<file path="config.mk">
export PLATFORM = sky130hd
export DESIGN_NAME = ift_alu_pipe
export DESIGN_NICKNAME = d
export VERILOG_FILES = /design/src/rtl/ift_alu_pipe.sv
export SDC_FILE = /design/constraint.sdc
export NUM_CORES = 1
export LEC_CHECK = 0
export ABC_CLOCK_PERIOD_IN_PS = 4500
export BUFFER_PORTS_ARGS = -buffer_cell sky130_fd_sc_hd__buf_4
export CORE_MARGIN = 5
export CORE_UTILIZATION = 30
export DETAILED_ROUTE_END_ITERATION = 8
export HOLD_SLACK_MARGIN = 0.02
export PLACE_DENSITY = 0.57
export SLEW_MARGIN = 0
export SYNTH_ARGS = -nofsm -noshare
export SYNTH_HDL_FRONTEND = slang
export SYNTH_SLANG_ARGS = --single-unit
</file>
<file path="constraint.sdc">
create_clock -name clk -period 4.5 [get_ports clk]
set_input_delay 0.225 -clock clk [delete_from_list [all_inputs] [get_ports clk]]
set_output_delay 0.225 -clock clk [all_outputs]
set_load 0.005 [all_outputs]
</file>
<file path="src/rtl/ift_alu_pipe.sv">
// ---------------------------------------------------------------------------
// ift_alu_pipe
//
// Two-stage valid/ready pipelined ALU with information-flow-tracking taint
// propagation. Each operand carries a taint label; the result carries the
// propagated label. Taint is computed precisely for AND/OR style operations,
// where an untainted controlling value masks the other operand. It is
// computed conservatively (union of both labels) everywhere else.
//
// Optional feature macro: IFT_STICKY_EN
//   defined     : sticky_t accumulates (ORs) every emitted res_t, cleared by rst
//   not defined : sticky_t is tied to zero and no accumulator is built
//
// Ports:
//   clk        clock, all logic on the rising edge
//   rst        synchronous active-high reset
//   in_valid   operand beat valid
//   in_ready   block can accept a beat (combinational)
//   op         operation select (0..13 defined, 14/15 reserved)
//   a, a_t     operand A and its taint label
//   b, b_t     operand B and its taint label
//   out_valid  result valid
//   out_ready  downstream accepts result
//   res        result data
//   res_t      result taint label
//   op_err     reserved opcode flag, qualified by out_valid
//   sticky_t   accumulated emitted taint (zero unless IFT_STICKY_EN)
// ---------------------------------------------------------------------------
module ift_alu_pipe #(
    parameter int WIDTH   = 8,
    parameter int TAINT_W = 32,
    parameter int OP_W    = 4
) (
    input  logic               clk,
    input  logic               rst,
    input  logic               in_valid,
    output logic               in_ready,
    input  logic [OP_W-1:0]    op,
    input  logic [WIDTH-1:0]   a,
    input  logic [TAINT_W-1:0] a_t,
    input  logic [WIDTH-1:0]   b,
    input  logic [TAINT_W-1:0] b_t,
    output logic               out_valid,
    input  logic               out_ready,
    output logic [WIDTH-1:0]   res,
    output logic [TAINT_W-1:0] res_t,
    output logic               op_err,
    output logic [TAINT_W-1:0] sticky_t
);

    localparam logic [OP_W-1:0] OP_AND  = OP_W'(0);
    localparam logic [OP_W-1:0] OP_OR   = OP_W'(1);
    localparam logic [OP_W-1:0] OP_XOR  = OP_W'(2);
    localparam logic [OP_W-1:0] OP_XNOR = OP_W'(3);
    localparam logic [OP_W-1:0] OP_SHL  = OP_W'(4);
    localparam logic [OP_W-1:0] OP_SHR  = OP_W'(5);
    localparam logic [OP_W-1:0] OP_SSHR = OP_W'(6);
    localparam logic [OP_W-1:0] OP_ADD  = OP_W'(7);
    localparam logic [OP_W-1:0] OP_SUB  = OP_W'(8);
    localparam logic [OP_W-1:0] OP_MUL  = OP_W'(9);
    localparam logic [OP_W-1:0] OP_LT   = OP_W'(10);
    localparam logic [OP_W-1:0] OP_EQ   = OP_W'(11);
    localparam logic [OP_W-1:0] OP_LAND = OP_W'(12);
    localparam logic [OP_W-1:0] OP_LOR  = OP_W'(13);

    // Shift amounts at or above this value push every bit out of the word.
    localparam logic [WIDTH-1:0] SHIFT_LIMIT = WIDTH'(WIDTH);

    logic               s1_valid;
    logic [OP_W-1:0]    s1_op;
    logic [WIDTH-1:0]   s1_a;
    logic [TAINT_W-1:0] s1_a_t;
    logic [WIDTH-1:0]   s1_b;
    logic [TAINT_W-1:0] s1_b_t;

    logic               adv1;
    logic               adv2;
    logic               accept;

    logic [WIDTH-1:0]   calc_res;
    logic [TAINT_W-1:0] calc_t;
    logic               calc_err;

    logic               a_zero_clean;
    logic               b_zero_clean;
    logic               a_ones_clean;
    logic               b_ones_clean;
    logic               a_true_clean;
    logic               b_true_clean;
    logic               big_shift;

    // Handshake: S2 moves whenever its slot is empty or being drained, and S1
    // moves whenever it is empty or S2 is moving. A full stall therefore holds
    // exactly two beats, and accept-while-emit keeps the pipe full.
    always_comb begin
        adv2     = !out_valid || out_ready;
        adv1     = !s1_valid || adv2;
        in_ready = adv1;
        accept   = in_valid && adv1;
    end

    // Masking conditions: an untainted operand whose value alone decides the
    // outcome makes the result independent of the other (possibly tainted)
    // operand, so its label can be dropped.
    always_comb begin
        a_zero_clean = (s1_a == '0) && (s1_a_t == '0);
        b_zero_clean = (s1_b == '0) && (s1_b_t == '0);
        a_ones_clean = (&s1_a) && (s1_a_t == '0);
        b_ones_clean = (&s1_b) && (s1_b_t == '0);
        a_true_clean = (|s1_a) && (s1_a_t == '0);
        b_true_clean = (|s1_b) && (s1_b_t == '0);
        big_shift    = (s1_b >= SHIFT_LIMIT);
    end

    // Operation and taint computation on the S1 contents. Taint defaults to
    // the union of both labels and is only narrowed by the masking rules.
    // Any opcode outside the defined set is flagged as reserved.
    always_comb begin
        calc_res = '0;
        calc_t   = s1_a_t | s1_b_t;
        calc_err = 1'b0;
        case (s1_op)
            OP_AND: begin
                calc_res = s1_a & s1_b;
                if (a_zero_clean || b_zero_clean) calc_t = '0;
            end
            OP_OR: begin
                calc_res = s1_a | s1_b;
                if (a_ones_clean || b_ones_clean) calc_t = '0;
            end
            OP_XOR:  calc_res = s1_a ^ s1_b;
            OP_XNOR: calc_res = ~(s1_a ^ s1_b);
            OP_SHL:  calc_res = big_shift ? '0 : (s1_a << s1_b);
            OP_SHR:  calc_res = big_shift ? '0 : (s1_a >> s1_b);
            OP_SSHR: calc_res = big_shift ? {WIDTH{s1_a[WIDTH-1]}}
                                          : WIDTH'($signed(s1_a) >>> s1_b);
            OP_ADD:  calc_res = s1_a + s1_b;
            OP_SUB:  calc_res = s1_a - s1_b;
            OP_MUL: begin
                calc_res = s1_a * s1_b;
                if (a_zero_clean || b_zero_clean) calc_t = '0;
            end
            OP_LT:   calc_res = {{(WIDTH-1){1'b0}}, (s1_a < s1_b)};
            OP_EQ:   calc_res = {{(WIDTH-1){1'b0}}, (s1_a == s1_b)};
            OP_LAND: begin
                calc_res = {{(WIDTH-1){1'b0}}, ((|s1_a) && (|s1_b))};
                if (a_zero_clean || b_zero_clean) calc_t = '0;
            end
            OP_LOR: begin
                calc_res = {{(WIDTH-1){1'b0}}, ((|s1_a) || (|s1_b))};
                if (a_true_clean || b_true_clean) calc_t = '0;
            end
            default: begin
                calc_res = '0;
                calc_err = 1'b1;
            end
        endcase
    end

    // S1 occupancy. Whenever S1 advances it takes whatever is offered, so an
    // idle input simply lets the stage empty out.
    always_ff @(posedge clk) begin
        if (rst) begin
            s1_valid <= 1'b0;
        end else if (adv1) begin
            s1_valid <= in_valid;
        end
    end

    // S1 payload. Loaded only on an accepted beat; its content is meaningless
    // while s1_valid is low, so it needs no reset.
    always_ff @(posedge clk) begin
        if (accept) begin
            s1_op  <= op;
            s1_a   <= a;
            s1_a_t <= a_t;
            s1_b   <= b;
            s1_b_t <= b_t;
        end
    end

    // S2 output register. It drives the ports directly and only changes when
    // advancing, which keeps the result stable for the whole stall.
    always_ff @(posedge clk) begin
        if (rst) begin
            out_valid <= 1'b0;
            res       <= '0;
            res_t     <= '0;
            op_err    <= 1'b0;
        end else if (adv2) begin
            out_valid <= s1_valid;
            if (s1_valid) begin
                res    <= calc_res;
                res_t  <= calc_t;
                op_err <= calc_err;
            end
        end
    end

`ifdef IFT_STICKY_EN
    // Sticky taint: everything that has left the block since reset.
    always_ff @(posedge clk) begin
        if (rst) begin
            sticky_t <= '0;
        end else if (out_valid && out_ready) begin
            sticky_t <= sticky_t | res_t;
        end
    end
`else
    // Without the accumulator the output reads as permanently clean.
    assign sticky_t = '0;
`endif

endmodule

</file>
# Word-level counts from Yosys, hierarchy flattened

Index checks and enable logic that the tools add are counted.

Word-level logic and storage cells: 74
Output and inout port bits: 75
Register bits: 127
Input port bits: 88

Equality and inequality tests: 14
Multipliers: 1
Bitwise operators: 5
Order comparisons: 2
Shifts and indexed selects: 3
Multiplexer cells: 9
Reduce and logical (&&, ||, !) cells: 28
$add $sub $neg: 2

Operator list:

| operator             | count |
|---|---|
| $pmux W8 S14         | 1 |
| $mux W32             | 3 |
| $pmux W32 S3         | 1 |
| $logic_not A32 Y1    | 2 |
| $or A32 B32 Y32      | 1 |
| $eq A4 B4 Y1 const B | 6 |
| $mux W8              | 3 |
| $eq A4 B3 Y1 const B | 4 |
| $logic_not A8 Y1     | 2 |
| $reduce_and A8 Y1    | 2 |
| $reduce_or A8 Y1     | 2 |
| $reduce_or A14 Y1    | 1 |
| $add A8 B8 Y8        | 1 |
| $and A8 B8 Y8        | 1 |
| $eq A4 B2 Y1 const B | 2 |
| $eq A8 B8 Y1         | 1 |
| $ge A8 B4 Y1 const B | 1 |
| $logic_and A1 B1 Y1  | 8 |
| $lt A8 B8 Y1         | 1 |
| $mul A8 B8 Y8        | 1 |
| $not A8 Y8           | 1 |
| $or A8 B8 Y8         | 1 |
| $shl A8 B8 Y8        | 1 |
| $shr A8 B8 Y8        | 1 |
| other kinds (10)     | 16 |

# Logic depth before layout (Yosys ltp)

Gate-level depths: netlist of the first run.

Word-level depth: 5
Depth in mapped cells: 18
Mapped depth without buffers: 17

# Worst setup path before layout of the first run

Ideal clock, no wire load.

Kind: reg2reg
Start point: reg s1_b[2]
End point: reg res[7]
Setup time: 0.124 ns
Clock period less this slack: 3.970 ns
Setup slack: 0.530 ns
Data arrival time: 3.846 ns
Buffers on the path: 2
Required time: 4.376 ns
Cell stages (with the launch flop): 17
Path through: edfxtp_1 clkbuf_1 clkbuf_1 nand2_1 fa_1 fa_1 inv_1 fa_1 inv_1 fa_1 inv_1 ha_1 a21oi_1 xnor2_1 xnor2_1 a21oi_1 a31oi_1

Longest elaborated chain between the ends: 3
Elaborated cells on any way between the ends: 11
Classes of those cells: 2 x add/sub; 1 x mul; 1 x order compare; 3 x shift; 4 x mux

RTL lines:

| element                                               | line | RTL |
|---|---|---|
| start: declaration                                    | 73   | `logic [WIDTH-1:0] s1_b;` |
| start signal: assignment                              | 177  | `s1_b <= b;` |
| branches (longest 2 deep; another with $mul A8 B8 Y8) | n/a  |  |
| $pmux W8 S14 (*)                                      | 122  | `case (s1_op)` |
| end signal: assignment                                | 193  | `res <= calc_res;` |
| end: declaration                                      | 45   | `output logic [WIDTH-1:0] res,` |

Mark *: on every way between the ends.
A chain may end at the register's enable or synchronous reset.

# Worst setup path after layout of the first run

Start point: reg s1_b[3]
End point: reg res[7]

Same word-level chain as after synthesis.

==> results of run 1 <==
==> per-layer routing <==
layer | vias to the layer above | global-route usage [%] | routed length (um)
li1 | 3087 | - | -
met1 | 3028 | 21.5 | 9950
met2 | 310 | 28.9 | 11800
met3 | 44 | 4.44 | 2060
met4 | 0 | 6.07 | 582
met5 | - | 0 | 0
==> sequential cells by signal, summed over array words and instances, names as in the netlist <==
register / cells
op_err: 1
out_valid: 1
res: 8
res_t: 32
s1_a: 8
s1_a_t: 32
s1_b: 8
s1_b_t: 32
s1_op: 4
s1_valid: 1
==> final cells by class <==
cell class | count | area share, %
clock buffer | 17 | 4.18
clock inverter | 15 | 1.62
inverter | 51 | 1.88
multi-input combinational | 544 | 35.9
sequential | 127 | 33.3
tap | 330 | 4.06
timing repair buffer | 231 | 19.1
==> critical path, stage by stage (launching register included) <==
cell and delay [ns]:
edfxtp_1 0.64, nand2_1 0.15, fa_1 0.44, fa_1 0.49, inv_1 0.06, fa_1 0.53, inv_1 0.05, fa_1 0.47
inv_1 0.05, ha_1 0.30, a21oi_1 0.17, xnor2_1 0.15, xnor2_1 0.15, a21oi_1 0.09, a31oi_1 0.15
==> per-stage QoR <==
step | area, um^2 | utilization (%)
floorplan | 7650 | -
global placement | 8740 | 35.0
detailed placement | 8740 | 35.0
CTS | 10200 | 40.7
global route | 10200 | 40.7
finish | 10200 | 40.7
==> final timing paths <==
check                       from                     to  slack (ns)  cells after the start
min                     in_valid  s1_valid$_SDFFE_PP0N_        0.04                      3
min reg2reg  res[1]$_SDFFE_PP0P_    res[1]$_SDFFE_PP0P_        0.44                      2
max            s1_b[3]$_DFFE_PP_    res[7]$_SDFFE_PP0P_        0.57                     14
max reg2reg    s1_b[3]$_DFFE_PP_    res[7]$_SDFFE_PP0P_        0.57                     14
==> cells by family (layout without fill, tap and decap cells) <==
kind of cell / count (synthesis) / count (layout) / synth area share (%)
xor+xnor: 22 / 22 / 2.56
mux: 12 / 12 / 1.94
simple gates: 260 / 260 / 16.2
other cells: 1 / 32 / 0.0498
fa+ha+maj: 54 / 54 / 10.4
flops: 127 / 127 / 44.9
buf+inv: 123 / 314 / 8.45
compound gates: 164 / 164 / 15.5
==> where the power goes <==
| group | internal, mW | switching, mW | total [mW] | leakage (nW) |
|---|---|---|---|---|
| Combinational | 0.316 | 0.353 | 0.669 | 2.76 |
| Sequential | 1.32 | 0.0585 | 1.38 | 1.17 |
| Clock | 0.745 | 0.632 | 1.38 | 0.287 |
==> Yosys cell counts (all sizes together), types with 4 or more instances <==
master / instances
a21o: 6
fa: 14
a31oi: 6
and3: 4
nor4: 22
and2: 5
o2111ai: 5
xnor2: 19
mux2i: 9
clkbuf: 22
nor2b: 5
a21oi: 33
nor2: 87
edfxtp: 84
nand3: 13
a211oi: 6
inv: 48
o221ai: 4
ha: 40
nor3: 16
a32oi: 6
nand2b: 4
dfxtp: 43
nand4: 9
nand2: 86
a211o: 4
buf: 50
o21ai: 57
==> repair_timing <==
action,4_1_cts,5_1_grt
gates resized for setup,0,0
hold buffers,84,0
endpoints found under the hold margin,84,0
setup buffers,0,0
==> results.ini, run 1 <==
[yosys]
synthCells = 763
yosysSeqAreaShare_pct = 44.9
syn_area_um2 = 7540
synth-warning-count = 0
synth_seq_cells = 127
yosys.area.top_type = edfxtp_1
synth.area.top_cells = edfxtp_1, dfxtp_1, ha_1
synth_edf_count = 84
yosysTopAreaCellShare_pct = 33.5
async_reset_ff_share_pct = 0
synthFlopType = edfxtp_1
synthDistinctLibCells = 69
avgSynthCellArea_um2 = 9.88

[power]
peakVddDrop_mv = 0.224
power.total_mw = 3.42
power.density_nw_per_um2 = 337
leakage_nw = 4.22

[floorplanning]
start_util_pct = 30.2
die-area_um2 = 28400
die_w_um = 168
core_um2 = 25000
fp-row-count = 58
ios = 163
die-height_um = 168

[critical_path]
crit_type = reg -> reg
arrival_ns = 4.29
required_ns = 4.86
cp_max_fo = 10
end_kind = register
startpoint_type = register

[clock_tree]
htree_levels = 4
tritoncts = done
clock_latency_ns = 0.43
cts_max_path_buffers = 2
clk_pin_slew_ns = 0.08
numClockSinks = 127
cts_root_buf = clkbuf_16
cts_made_buffers = 17

[placement]
place_ws_ns = 0.534
placedCellCount = 1199
io_buffers = 130
hpwlAfterDp_um = 18300
gp_congestion = 0.943

[run]
drv_cap = 0

[layout]
seq_area_um2 = 3380
multi_input_area_um2 = 3650
fillers = 2450
drive_gt1_share_pct = 22.6
area_growth_pct = 34.9
final_cell_mix = buf_4, nand2_1, nor2_1, dlygate4sd3_1, edfxtp_1
n_antenna_cell = 0
layout_commonest_cell = buf_4
fin_cells = 1315
nets = 1114

[global_route]
grt_pass1_wl_um = 37900
grt_start_max_net_pins = 85
grt_use_total_pct = 17.2
antenna_found_initial = 0
gr-total-overflow = 0
grt_pass1_vias = 6696

[worst_hold_path]
hold_path_class = in -> reg

[sta]
rsz0062_at_grt = no
hold_ws_ns = 0.0400
finalWorstSetupSlack_ns = 0.567
finalClockSkew_ns = 0.0158
post-route-period-util_pct = 87.4
drv_slew = 0
fmax_mhz = 254
setup_tns_ns = 0
fin_crit_ns = 3.93
maxSlewHeadroom_pct = 28.1
finalSetupViolations = 0
worst_slew_pin_slew_ns = 1.08
hold_viol = 0

[routing]
wire_per_inst_um = 18.6
ant_nets = 0
via_per_inst = 4.92
drt_iter0_drc = 486
firstDrtPassIters = 5
drt_drc_violations_left = 0
via_count = 6469
totalWireLength_um = 24400

[outcome]
status = finished clean

(Power assumes the default switching activity.)
==> inputs of run 2 (changes only) <==
--- a/config.mk
+++ b/config.mk
@@ -5,7 +5,8 @@
 export SDC_FILE = /design/constraint.sdc
 export NUM_CORES = 1
 export LEC_CHECK = 0
-export ABC_CLOCK_PERIOD_IN_PS = 4500
+export ABC_AREA = 0
+export ABC_CLOCK_PERIOD_IN_PS = 4400
 export BUFFER_PORTS_ARGS = -buffer_cell sky130_fd_sc_hd__buf_4
 export CORE_MARGIN = 5
 export CORE_UTILIZATION = 30
==> constraint.sdc (replaced) <==
create_clock -name clk -period 4.4 [get_ports clk]
set_input_delay 0.22 -clock clk [delete_from_list [all_inputs] [get_ports clk]]
set_output_delay 0.22 -clock clk [all_outputs]
set_load 0.005 [all_outputs]
==> results.ini, run 2 (same netlist as run 1, synthesis figures left out) <==
[placement]
io_buffers = 130
place_ws_ns = 0.480
gp_congestion = 1.04
hpwlAfterDp_um = 17500

[sta]
setup_tns_ns = 0
finalWorstSetupSlack_ns = 0.507
rsz0062_at_grt = no
finalSetupViolations = 0
drv_slew = 0
fin_crit_ns = 3.89
worst_slew_pin_slew_ns = 1.10
finalClockSkew_ns = 0.0118
hold_viol = 0
fmax_mhz = 257
maxSlewHeadroom_pct = 26.7
post-route-period-util_pct = 88.5

[routing]
wire_per_inst_um = 18.1
ant_nets = 0
drt_iter0_drc = 636
firstDrtPassIters = 5
via_count = 6506
drt_drc_violations_left = 0
via_per_inst = 4.97
totalWireLength_um = 23700

[global_route]
grt_pass1_vias = 6532
grt_use_total_pct = 16.7
gr-total-overflow = 0
grt_start_max_net_pins = 85
antenna_found_initial = 0
grt_pass1_wl_um = 36900

[layout]
layout_commonest_cell = buf_4
reg.largest.list = res_t (32), s1_a_t (32), s1_b_t (32)
nets = 1109
n_antenna_cell = 0
area_growth_pct = 34.4
drive_gt1_share_pct = 22.0
final_cell_mix = buf_4, nand2_1, nor2_1, dlygate4sd3_1, edfxtp_1

[floorplanning]
core_um2 = 25000
fp-row-count = 58
die_w_um = 168
die-area_um2 = 28400
start_util_pct = 30.2
die-height_um = 168
ios = 163

[clock_tree]
numClockSinks = 127
cts_root_buf = clkbuf_16
clock_latency_ns = 0.43
tritoncts = done
htree_levels = 4
cts_made_buffers = 17
clk_pin_slew_ns = 0.07
ctsResizeCount = 0
cts_max_path_buffers = 2
post_cts_buffers = 0
cts_hold_buf = 84

[critical_path]
crit_chain = inv_1, nor2_1, ha_1, fa_1, ha_1, inv_1, fa_1, fa_1, nand2b_1, o41ai_1, a211oi_1, o2111ai_1, a22o_1
critPathTopFamily = adder cells
startpoint_type = register
required_ns = 4.72
crit_buf_inv = 2
r2r_start = s1_a[1]$_DFFE_PP_
startpoint = s1_a[1]$_DFFE_PP_
cpMostUsedCell = fa_1
arrival_ns = 4.21
cp_slowest_cell = edfxtp_1
cp_slowest_stage_delay_ns = 0.60
cp_max_fo = 11
end_kind = register
crit_type = reg -> reg

[run]
drv_cap = 0

[power]
leakage_nw = 4.19
peakVddDrop_mv = 0.275
power.density_nw_per_um2 = 347

[worst_hold_path]
min-delay-start = in_valid
hold_path_class = in -> reg

[outcome]
status = finished clean

## run 2: cell count changes in the layout (fill, tap and decap cells not counted), moves of 2 or more
cell and delta:
bufinv_16 +2, buf_4 -5, clkinvlp_4 +2, inv_8 -3, clkinv_8 -3
## run 2: worst reg2reg max path: stages, from the launching register on
cell,delay [ns]
edfxtp_1,0.60
inv_1,0.25
nor2_1,0.14
ha_1,0.19
fa_1,0.42
ha_1,0.28
inv_1,0.04
fa_1,0.47
fa_1,0.51
nand2b_1,0.12
o41ai_1,0.09
a211oi_1,0.28
o2111ai_1,0.18
a22o_1,0.23
## run 2: layout make-up
type,instances,area [um^2]
Clock buffer,18,429
Clock inverter,14,158
Fill cell,2385,14800
Inverter,51,191
Multi-Input combinational cell,544,3650
Sequential cell,127,3380
Tap cell,330,413
Timing Repair Buffer,226,1910
## run 2: path summary, 6_finish.rpt
path                                              end  slack (ns)  depth (start not counted)
worst min register to register    res[1]$_SDFFE_PP0P_        0.45                          2
worst max-delay path              res[4]$_SDFFE_PP0P_        0.51                         13
worst min-delay path            s1_valid$_SDFFE_PP0N_        0.03                          3
worst max register to register    res[4]$_SDFFE_PP0P_        0.51                         13
## run 2: power by group
part	switching (mW)	leakage [nW]	total (mW)	internal, mW
Clock	0.578	0.279	1.42	0.846
Sequential	0.0643	1.17	1.42	1.35
Combinational	0.356	2.73	0.678	0.321
## run 2: metrics by stage
step | area, um^2 | power, mW | util (%) | cells | hold slack (ns)
after global routing | 10100 | 3.68 | 40.6 | 1310 | 0.0364
after CTS | 10100 | 3.54 | 40.6 | 1310 | 0.0212
after floorplan | 7650 | 1.83 | - | 794 | 0.292
final | 10100 | 3.52 | 40.6 | 1310 | 0.0309
after detailed placement | 8700 | 2.05 | 34.8 | 1194 | 0.399
after global placement | 8700 | 2.05 | 34.8 | 1194 | 0.398
## run 2: metal layers
metal | share of wire, % | GRT usage, % | up-vias | wire length (um)
met5 | 0 | 0 | - | 0
met4 | 3.6 | 6.74 | 0 | 845
met3 | 8.6 | 3.92 | 64 | 2050
met2 | 49 | 28.5 | 338 | 11600
met1 | 39 | 20.2 | 3035 | 9190
li1 | - | - | 3069 | -
==> inputs of run 3 (changes only) <==
--- a/config.mk
+++ b/config.mk
@@ -9,10 +9,11 @@
 export ABC_CLOCK_PERIOD_IN_PS = 4400
 export BUFFER_PORTS_ARGS = -buffer_cell sky130_fd_sc_hd__buf_4
 export CORE_MARGIN = 5
-export CORE_UTILIZATION = 30
+export CORE_UTILIZATION = 49
 export DETAILED_ROUTE_END_ITERATION = 8
 export HOLD_SLACK_MARGIN = 0.02
-export PLACE_DENSITY = 0.57
+export PLACE_DENSITY = 0.81
+export REMOVE_ABC_BUFFERS = 1
 export SLEW_MARGIN = 0
 export SYNTH_ARGS = -nofsm -noshare
 export SYNTH_HDL_FRONTEND = slang
==> results.ini, run 3 (same netlist as run 1, synthesis figures left out) <==
[critical_path]
required_ns = 4.72
startpoint_type = register
critPathTopFamily = adder cells
cpMostUsedCell = inv_1
end_kind = register
startpoint = s1_a[2]$_DFFE_PP_
cp.depth = 16
setup.worst_path.end = res[7]$_SDFFE_PP0P_
cp_max_fo = 8
rr_worst_depth = 16
r2r_start = s1_a[2]$_DFFE_PP_
reg2reg_to = res[7]$_SDFFE_PP0P_
ff2ff_setup_slack_ns = 0.43
cp_slowest_cell = edfxtp_1
arrival_ns = 4.29
crit_buf_inv = 4
cp_slowest_stage_delay_ns = 0.51
crit_type = reg -> reg
crit_chain = ha_1, inv_1, fa_1, inv_1, fa_1, ha_1, inv_1, fa_1, inv_1, ha_1, a21o_1, a21oi_1, xnor2_1, xnor2_1, a21oi_1, a31oi_1

[layout]
layout_commonest_cell = buf_4
design_area_um2 = 10000
area_growth_pct = 32.8
final_cell_mix = buf_4, dlygate4sd3_1, nand2_1
reg.largest.list = res_t (32), s1_a_t (32), s1_b_t (32)
drive_gt1_share_pct = 22.2
nets = 1114
n_antenna_cell = 0

[routing]
via_count = 6999
drt_drc_violations_left = 0
wire_per_inst_um = 22.7
drt_iter0_drc = 855
top_layer_used = met4
ant_nets = 0
totalWireLength_um = 26700
route.met2.wl_um = 13000
via_per_inst = 5.97
wirelength_met1_um = 9420
dr_wl_met3_um = 2890
firstDrtPassIters = 6

[floorplanning]
fp-row-count = 45
start_util_pct = 49.8
ios = 163
die_w_um = 134
die-height_um = 134
die-area_um2 = 18000
core_um2 = 15100

[worst_hold_path]
hold_path_class = in -> reg

[clock_tree]
tritoncts = done
cts_max_path_buffers = 2
cts_root_buf = clkbuf_16
post_cts_buffers = 0
numClockSinks = 127
htree_levels = 4
clk_pin_slew_ns = 0.07
cts_made_buffers = 17
clock_latency_ns = 0.44

[sta]
hold_viol = 0
setup_tns_ns = 0
worst_slew_pin_slew_ns = 0.843
fin_crit_ns = 3.97
post-route-period-util_pct = 90.1
fmax_mhz = 252
rsz0062_at_grt = no
drv_slew = 0
hold_ws_ns = 0.0819
finalClockSkew_ns = 0.0161
maxSlewHeadroom_pct = 43.8
finalSetupViolations = 0

[placement]
gp_congestion = 1.02
dpl_cell_area_um2 = 8540
io_buffers = 130
hpwlAfterDp_um = 16700

[run]
drv_cap = 0

[global_route]
grt_pass1_wl_um = 40700
grt_pass1_vias = 7134
grt_use_total_pct = 29.7
grt_start_max_net_pins = 55
gr-total-overflow = 0
antenna_found_initial = 0

[outcome]
status = finished clean

[power]
power.density_nw_per_um2 = 360
peakVddDrop_mv = 0.298
leakage_nw = 4.22

-- run 3: layer usage --
layer  GRT usage, %  vias up
li1               -     3082
met4           15.5        0
met1           34.4     3284
met3           8.44      108
met5              0        -
met2           50.3      525
-- run 3: how the worst min path moves through the flow --
stage	start	to	slack [ns]	cells past startpoint
2_1_floorplan	rst	op_err$_SDFFE_PP0P_	0.29	1
3_3_place_gp	b_t[14]	s1_b_t[14]$_DFFE_PP_	0.40	1
3_5_place_dp	b_t[13]	s1_b_t[13]$_DFFE_PP_	0.40	1
4_1_cts	out_ready	out_valid$_SDFFE_PP0P_	0.07	4
5_1_grt	out_ready	out_valid$_SDFFE_PP0P_	0.11	4
6_report	out_ready	out_valid$_SDFFE_PP0P_	0.08	4
-- run 3: layout make-up --
cell class	count	area, um^2
Fill cell	1045	5140
Multi-Input combinational cell	544	3650
Sequential cell	127	3380
Timing Repair Buffer	231	1950
Clock buffer	17	425
Tap cell	188	235
Inverter	51	191
Clock inverter	15	173
-- run 3: worst register-to-register path: stages (launching register included) --
cell,delay [ns]
edfxtp_1,0.51
ha_1,0.30
inv_1,0.10
fa_1,0.41
inv_1,0.08
fa_1,0.41
ha_1,0.29
inv_1,0.04
fa_1,0.48
inv_1,0.05
ha_1,0.32
a21o_1,0.19
a21oi_1,0.17
xnor2_1,0.15
xnor2_1,0.09
a21oi_1,0.18
a31oi_1,0.09
-- run 3: through the flow --
step                      util (%)  std cells  setup WS, ns  power [mW]
after detailed placement      56.4       1054         0.467        2.04
after CTS                     66.1       1173         0.464        3.53
after global placement        56.4       1054         0.609        2.03
final                         66.1       1173         0.434        3.60
after global routing          66.1       1173         0.227        3.72
after floorplan                  -        722         0.402        1.79
-- run 3: what timing repair did --
item,4_1_cts,5_1_grt
endpoints found under the hold margin,87,0
hold buffers,87,0
gates resized for setup,0,0
-- run 3: power breakdown --
| part | total, mW | internal, mW | leakage, nW | switching, mW |
|---|---|---|---|---|
| logic | 0.696 | 0.325 | 2.76 | 0.371 |
| clock network | 1.48 | 0.855 | 0.290 | 0.625 |
| registers | 1.43 | 1.35 | 1.17 | 0.0748 |
| total | 3.60 | 2.53 | 4.22 | 1.07 |
